<file path="src/rtl/seg_scan_scheduler_if.sv">
// Display-side bus of the 7-segment scan scheduler: digit data and mask in,
// registered anode/decoder drive out.
interface seg_scan_scheduler_if #(
    parameter int N_DIGITS = 8
) ();
    localparam int IW = $clog2(N_DIGITS);

    logic                  enable;
    logic [4*N_DIGITS-1:0] digits_in;
    logic [N_DIGITS-1:0]   dp_in;
    logic [N_DIGITS-1:0]   digit_mask;
    logic [N_DIGITS-1:0]   anode_n;
    logic [3:0]            bcd_out;
    logic                  dp_out;
    logic [IW-1:0]         digit_idx;
    logic                  slot_tick;

    modport master (
        output enable, digits_in, dp_in, digit_mask,
        input  anode_n, bcd_out, dp_out, digit_idx, slot_tick
    );

    modport slave (
        input  enable, digits_in, dp_in, digit_mask,
        output anode_n, bcd_out, dp_out, digit_idx, slot_tick
    );
endinterface

</file>
<file path="src/rtl/seg_scan_scheduler.sv">
// Mask-aware time-multiplexing sequencer for an N-digit 7-segment display:
// each enabled digit gets a guard interval (anodes off) followed by its show window.
module seg_scan_scheduler #(
    parameter int N_DIGITS     = 8,
    parameter int SCAN_DIV     = 100000,
    parameter int BLANK_CYCLES = 1000
) (
    input  logic                  clk,
    input  logic                  reset,
    seg_scan_scheduler_if.slave   bus
);
    localparam int SHOW_CYCLES = SCAN_DIV - BLANK_CYCLES;
    localparam int IW          = $clog2(N_DIGITS);
    localparam int TW          = $clog2(SCAN_DIV);
    localparam logic [TW-1:0] BLANK_LAST = TW'(BLANK_CYCLES - 1);
    localparam logic [TW-1:0] SHOW_LAST  = TW'(SHOW_CYCLES - 1);

    typedef enum logic [1:0] {IDLE, BLANK, SHOW} state_t;

    state_t              state_q, state_d;
    logic [TW-1:0]       timer_q, timer_d;
    logic [IW-1:0]       idx_q, idx_d;
    logic [N_DIGITS-1:0] anode_n_q, anode_n_d;
    logic [3:0]          bcd_q, bcd_d;
    logic                dp_q, dp_d;

    // Round-robin search starting after i; falls back to i when no bit is set.
    function automatic logic [IW-1:0] next_set(input logic [IW-1:0] i,
                                               input logic [N_DIGITS-1:0] m);
        logic [IW-1:0] r;
        logic          found;
        int            j;
        r     = i;
        found = 1'b0;
        for (int k = 1; k <= N_DIGITS; k++) begin
            j = (int'(i) + k) % N_DIGITS;
            if (!found && m[j]) begin
                r     = IW'(j);
                found = 1'b1;
            end
        end
        return r;
    endfunction

    always_ff @(posedge clk or negedge reset) begin
        if (!reset) begin
            state_q   <= IDLE;
            timer_q   <= '0;
            idx_q     <= '0;
            anode_n_q <= '1;
            bcd_q     <= '0;
            dp_q      <= 1'b0;
        end else begin
            state_q   <= state_d;
            timer_q   <= timer_d;
            idx_q     <= idx_d;
            anode_n_q <= anode_n_d;
            bcd_q     <= bcd_d;
            dp_q      <= dp_d;
        end
    end

    always_comb begin
        state_d   = state_q;
        timer_d   = timer_q;
        idx_d     = idx_q;
        anode_n_d = anode_n_q;
        bcd_d     = bcd_q;
        dp_d      = dp_q;
        if (!bus.enable) begin
            // Decoder outputs hold so a re-enable does not flash a zero digit.
            state_d   = IDLE;
            timer_d   = '0;
            idx_d     = '0;
            anode_n_d = '1;
        end else begin
            unique case (state_q)
                IDLE: begin
                    state_d   = BLANK;
                    timer_d   = '0;
                    idx_d     = '0;
                    anode_n_d = '1;
                end
                BLANK: begin
                    if (timer_q == BLANK_LAST) begin
                        timer_d = '0;
                        if (bus.digit_mask[idx_q]) begin
                            state_d   = SHOW;
                            bcd_d     = bus.digits_in[4*idx_q +: 4];
                            dp_d      = bus.dp_in[idx_q];
                            anode_n_d = ~(N_DIGITS'(1) << idx_q);
                        end else begin
                            idx_d = next_set(idx_q, bus.digit_mask);
                        end
                    end else begin
                        timer_d = timer_q + 1'b1;
                    end
                end
                SHOW: begin
                    if (timer_q == SHOW_LAST) begin
                        state_d   = BLANK;
                        timer_d   = '0;
                        anode_n_d = '1;
                        idx_d     = next_set(idx_q, bus.digit_mask);
                    end else begin
                        timer_d = timer_q + 1'b1;
                    end
                end
                default: begin
                    state_d   = IDLE;
                    timer_d   = '0;
                    idx_d     = '0;
                    anode_n_d = '1;
                end
            endcase
        end
    end

    assign bus.anode_n   = anode_n_q;
    assign bus.bcd_out   = bcd_q;
    assign bus.dp_out    = dp_q;
    assign bus.digit_idx = idx_q;
    assign bus.slot_tick = (state_q == SHOW) && (timer_q == SHOW_LAST);
endmodule
</file>
<file path="src/flat_wrapper.sv">
// flat-port wrapper written by rule: the top's interface ports become plain ports
module seg_scan_scheduler_flat 
#(
    parameter int N_DIGITS     = 8,
    parameter int SCAN_DIV     = 100000,
    parameter int BLANK_CYCLES = 1000
)
  (clk, reset, bus_enable, bus_digits_in, bus_dp_in, bus_digit_mask, bus_anode_n, bus_bcd_out, bus_dp_out, bus_digit_idx, bus_slot_tick);
  seg_scan_scheduler_if #(.N_DIGITS(N_DIGITS)) bus_i ();
  input  logic clk;
  input  logic reset;
  input wire logic [$bits(bus_i.enable)-1:0] bus_enable;
  input wire logic [$bits(bus_i.digits_in)-1:0] bus_digits_in;
  input wire logic [$bits(bus_i.dp_in)-1:0] bus_dp_in;
  input wire logic [$bits(bus_i.digit_mask)-1:0] bus_digit_mask;
  output wire logic [$bits(bus_i.anode_n)-1:0] bus_anode_n;
  output wire logic [$bits(bus_i.bcd_out)-1:0] bus_bcd_out;
  output wire logic [$bits(bus_i.dp_out)-1:0] bus_dp_out;
  output wire logic [$bits(bus_i.digit_idx)-1:0] bus_digit_idx;
  output wire logic [$bits(bus_i.slot_tick)-1:0] bus_slot_tick;
  assign bus_i.enable = bus_enable;
  assign bus_i.digits_in = bus_digits_in;
  assign bus_i.dp_in = bus_dp_in;
  assign bus_i.digit_mask = bus_digit_mask;
  assign bus_anode_n = bus_i.anode_n;
  assign bus_bcd_out = bus_i.bcd_out;
  assign bus_dp_out = bus_i.dp_out;
  assign bus_digit_idx = bus_i.digit_idx;
  assign bus_slot_tick = bus_i.slot_tick;
  seg_scan_scheduler #(.N_DIGITS(N_DIGITS), .SCAN_DIV(SCAN_DIV), .BLANK_CYCLES(BLANK_CYCLES)) u_core (.clk(clk), .reset(reset), .bus(bus_i));
endmodule
</file>
<file path="config.mk">
export PLATFORM = sky130hd
export DESIGN_NAME = seg_scan_scheduler_flat
export DESIGN_NICKNAME = d
export VERILOG_FILES = /design/src/rtl/seg_scan_scheduler_if.sv /design/src/rtl/seg_scan_scheduler.sv /design/src/flat_wrapper.sv
export SDC_FILE = /design/constraint.sdc
export NUM_CORES = 1
export LEC_CHECK = 0
export ABC_AREA = 1
export BUFFER_PORTS_ARGS = -buffer_cell sky130_fd_sc_hd__buf_2
export CAP_MARGIN = 25
export CORE_ASPECT_RATIO = 0.8
export CORE_MARGIN = 1
export CORE_UTILIZATION = 49
export DETAILED_ROUTE_END_ITERATION = 7
export PLACE_DENSITY = 0.74
export REMOVE_ABC_BUFFERS = 1
export SLEW_MARGIN = 0
export SYNTH_ARGS = -nofsm -noshare
export SYNTH_HDL_FRONTEND = slang
export SYNTH_SLANG_ARGS = --single-unit
</file>
<file path="constraint.sdc">
create_clock -name clk -period 2.4 [get_ports clk]
set_input_delay 0 -clock clk [delete_from_list [all_inputs] [get_ports clk]]
set_output_delay 0 -clock clk [all_outputs]
set_load 0.05 [all_outputs]
</file>
==> reports/summary.md <==
The flow ran to the end, and the final reports show no timing, DRC or antenna violations. Total number of vias: 2897. The share of the cycle needed by the critical path after routing came out at 0.925. The tools report the type of element launching the critical path as a flip-flop. The tools report the summed instance area of the synthesized netlist as 2810 um2. Start of the worst register-to-register path: u_core.bus.digit_idx[1]$_DFFE_PN0P_. Global routing finished with a remaining overflow of 0. Fraction of layout cells with a size suffix above 1: 0.270.

For the number of antenna violations at the first check in global routing, the log shows 0. TritonCTS built the clock tree. Counting the fill cells in the layout gives 518. Including well taps, the total number of placed cells is 539.

The run gives 0.501 as the worst slew slack as a fraction of its limit. The detailed router finished its first iteration with 213 violations. Dividing the detail-routed wire length by the instance count gives 12.7 um. The count of non-filler cells in the finished layout is 548. Timing would allow up to 0.450 GHz.

The later-pin clock latency in the skew report was 0.29 ns. At the pin with the least slew margin, the transition time is 0.749 ns. Compared with the post-synthesis result, the final layout area differs by 18.8%. The worst hold path class was primary input to flip-flop. The post-synthesis register bit count is 35. The tools report the total number of nets in the final design as 532. The post-detailed-route via-to-cell ratio is 5.29. The die covers 6040 um2. For the number of global-route vias before repair, the log shows 2562. The number of failing setup endpoints in the final timing report is 0, and the HPWL reported at the end of detailed placement is 5430 um. The starting density of the core was 0.511; the switching portion of total power was 0.473. The global-route wire length before repair is 11400 um. The CTS sink count is 35, and the post-synthesis instance total is 399. Power spread over the standard cell area amounts to 716 nW/um2. The tools report the endpoint of the lowest-slack register-to-register path as u_core.bus.digit_idx[2]$_DFFE_PN0P_. The tools report the worst setup path endpoint as u_core.bus.digit_idx[2]$_DFFE_PN0P_. The most critical setup path has its startpoint at u_core.bus.digit_idx[1]$_DFFE_PN0P_. The netlist uses 40 different library cells. For the remaining antenna violation count, the log shows 0.

The height of the die was 69.7 um; the sequential-to-total area share from yosys stat was 0.315. The data required time of the worst path was 2.59 ns; the path depth of the worst reg2reg path was 16. The maximum ir drop on the vdd rail was 0.368 mV; the design internal power was 1.26 mW.

The sequential cells in the finished layout cover a total of 887 um2. The final layout contains routed wiring with a total length of 6950 um. Entering global routing, the biggest net connects 36 pins. Routability-driven placement finished with a final weighted congestion of 0.941. For the met3 usage in global routing, the log shows 0.0357. At the worst endpoint, the arrival time is 2.41 ns. The clock transition at the registers of the reported paths was 0.07 ns. The combinational fraction of design power is 0.545. The global routing stage identified its most utilized layer as met2. Setup repair after global routing could not meet its margin everywhere. Global-route total usage across every layer: 0.240. The final hold violation count is 0, and the sum of negative setup slack is 0 ns. The final critical path time including I/O delays and setup came out at 2.22 ns.

The power dissipated by switching net loads is 1.13 mW. For the antenna cell count, the log shows 0. The async set-or-reset flop fraction in the synthesized netlist works out to 1.00. For the total of max-cap violations, the log shows 0.

H-tree depth: 2. The worst setup path is captured at a flip-flop. The root buffer cell chosen for the clock tree is sky130_fd_sc_hd__clkbuf_8.

The die is 86.7 um wide. Clock skew on the completed layout was measured at 0.00625 ns. The logs give 5 for the number of buffers inserted during clock tree synthesis and 24 for the cell row count. For the total of warnings raised by yosys, the log shows 0.

The number of top-level pins was 68. The count of buffers added on input and output ports is 67. In this run the post-CTS setup repair buffer count came out at 0. The logs give 0 for the number of max-slew violations in the final report and 2 for the number of buffers between clock root and the deepest sink.

Along the worst path, the maximum fanout reaches 6. The first detailed-routing pass took 5 iterations. For this design the static power due to leakage is 1.63 nW. Power comes to 2.39 mW. Fraction of power consumed by sequential logic: 0.283.

In the routed design, unresolved DRC markers number 0. Averaged over all synthesized cells, the footprint is 7.04 um2. The setup path with the least slack is of type flip-flop to flip-flop. For the part of the power in the clock network, the log shows 0.172. For the met1 routing resource usage after global routing, the log shows 0.347. For flop-to-flop paths, the worst setup slack is 0.18 ns. The logs give 0.370 for the met2 global-route usage and 1710 um2 for the combined area of the multi-input logic cells. In this run, synthesis inferred 0 flip-flops with an integrated enable. After floorplanning, the core was sized to cover 5500 um2.

The most used flip-flop cell after synthesis is sky130_fd_sc_hd__dfrtp_1.
-- kinds of logic after synthesis --
family	share of synthesized area
xor+xnor	0.0285
compound gates	0.111
simple gates	0.391
fa+ha+maj	0.0534
flops	0.315
buf+inv	0.0801
mux	0.0200
-- layer usage --
metal	vias to the layer above	wire (um)
met5	-	0
met4	0	82
met3	7	503
met2	114	3040
met1	1317	3320
li1	1459	-
-- synthesized netlist by cell type (2+ instances only) --
cell type                    n  area (um2)
sky130_fd_sc_hd__o21ai_1     5        25.0
sky130_fd_sc_hd__nor2_4      3        33.8
sky130_fd_sc_hd__dfstp_2     8         210
sky130_fd_sc_hd__o21ai_0    24         120
sky130_fd_sc_hd__ha_1       12         150
sky130_fd_sc_hd__clkbuf_1    5        18.8
sky130_fd_sc_hd__o2111ai_1   5        43.8
sky130_fd_sc_hd__nor3_1     10        50.1
sky130_fd_sc_hd__dfrtp_1    27         676
sky130_fd_sc_hd__nand3_1    39         195
sky130_fd_sc_hd__nand4_1    12        75.1
sky130_fd_sc_hd__nand2_4     2        22.5
sky130_fd_sc_hd__xor2_1      5        43.8
sky130_fd_sc_hd__nand3_2     2        20.0
sky130_fd_sc_hd__inv_1      32         120
sky130_fd_sc_hd__nand2_2     7        43.8
sky130_fd_sc_hd__o21a_1      8        60.1
sky130_fd_sc_hd__mux2_2      5        56.3
sky130_fd_sc_hd__buf_4       3        22.5
sky130_fd_sc_hd__nor2_1     64         240
sky130_fd_sc_hd__inv_2       7        26.3
sky130_fd_sc_hd__buf_2       4        20.0
sky130_fd_sc_hd__a211oi_1    2        15.0
sky130_fd_sc_hd__a21oi_1     5        25.0
sky130_fd_sc_hd__nand2_1    87         327
sky130_fd_sc_hd__nor3b_1     2        15.0
-- layout by cell type, fill, tap and decap left out, drive strengths merged --
master,n
a211oi,2
nor2,69
dfstp,8
nand4,13
dfrtp,27
nor3,12
ha,12
clkbuf,7
mux2,5
o21bai,1
clkinv,1
a221oi,1
a21oi,5
or2,1
nor4,1
nor3b,2
inv,40
xnor2,1
nand3,41
buf,75
dlygate4sd3,1
o211ai,1
nand2,96
o21ai,29
o2111ai,5
xor2,6
o21a,8
-- critical path, cell delays in order (launching register included) --
cell	delay (ns)
sky130_fd_sc_hd__dfrtp_2	0.45
sky130_fd_sc_hd__inv_4	0.07
sky130_fd_sc_hd__ha_1	0.31
sky130_fd_sc_hd__buf_4	0.13
sky130_fd_sc_hd__nand3_1	0.10
sky130_fd_sc_hd__nand3_1	0.11
sky130_fd_sc_hd__nand2_2	0.09
sky130_fd_sc_hd__nor2_8	0.13
sky130_fd_sc_hd__nand2_4	0.07
sky130_fd_sc_hd__nor2_4	0.14
sky130_fd_sc_hd__nand2_2	0.10
sky130_fd_sc_hd__nor2_4	0.13
sky130_fd_sc_hd__nand2_1	0.07
sky130_fd_sc_hd__nand2_1	0.07
sky130_fd_sc_hd__nand2_1	0.05
sky130_fd_sc_hd__nand2_1	0.06
sky130_fd_sc_hd__nand2_1	0.05
-- sequential cells by signal, summed over array words and instances, names as in the netlist --
| signal | cells |
|---|---|
| u_core.bus.anode_n | 8 |
| u_core.bus.bcd_out | 4 |
| u_core.bus.digit_idx | 3 |
| u_core.bus.dp_out | 1 |
| u_core.state_q | 2 |
| u_core.timer_q | 17 |
-- power by group through the flow --
stage	Clock, mW	Combinational, mW	Sequential (mW)
2_1_floorplan	0	0.853	0.778
3_3_place_gp	0	1.27	0.685
3_5_place_dp	0	1.29	0.687
4_1_cts	0.429	1.29	0.676
5_1_grt	0.453	1.45	0.680
6_report	0.411	1.30	0.677
-- worst min-delay path by stage --
stage	end	depth (start not counted)	start	slack (ns)
after floorplan	u_core.bus.bcd_out[0]$_DFFE_PN0P_	0	reset	-0.30
after global placement	u_core.timer_q[9]$_DFF_PN0_	1	reset	0.12
after detailed placement	u_core.timer_q[9]$_DFF_PN0_	1	reset	0.11
after CTS	u_core.state_q[1]$_DFFE_PN0P_	3	bus_enable	0.02
after global routing	u_core.state_q[0]$_DFFE_PN0P_	3	bus_enable	0.06
final	u_core.state_q[1]$_DFFE_PN0P_	3	bus_enable	0.03
-- final cells by class --
| class | instances | share of cell area |
|---|---|---|
| Inverter | 40 | 0.0457 |
| Sequential cell | 35 | 0.266 |
| Multi-Input combinational cell | 311 | 0.513 |
| Timing Repair Buffer | 76 | 0.121 |
| Clock buffer | 7 | 0.0229 |
| Clock inverter | 1 | 0.00150 |
| Tap cell | 78 | 0.0292 |
-- metrics by stage --
stage | area [um2] | utilization | setup slack (ns) | hold slack (ns)
CTS | 3320 | 0.605 | 0.0849 | 0.0158
detailed placement | 3230 | 0.588 | 0.104 | 0.111
global route | 3340 | 0.607 | -0.0175 | 0.0647
floorplan | 2740 | - | -0.796 | -0.296
global placement | 3230 | 0.588 | 0.0632 | 0.117
finish | 3340 | 0.607 | 0.180 | 0.0300
-- timing repair --
item                       in CTS  in global routing
gates resized for setup         0                  4
setup endpoints to repair       0                  8
hold endpoints to repair       27                  0
hold buffers                    1                  0
(Power assumes the default switching activity.)
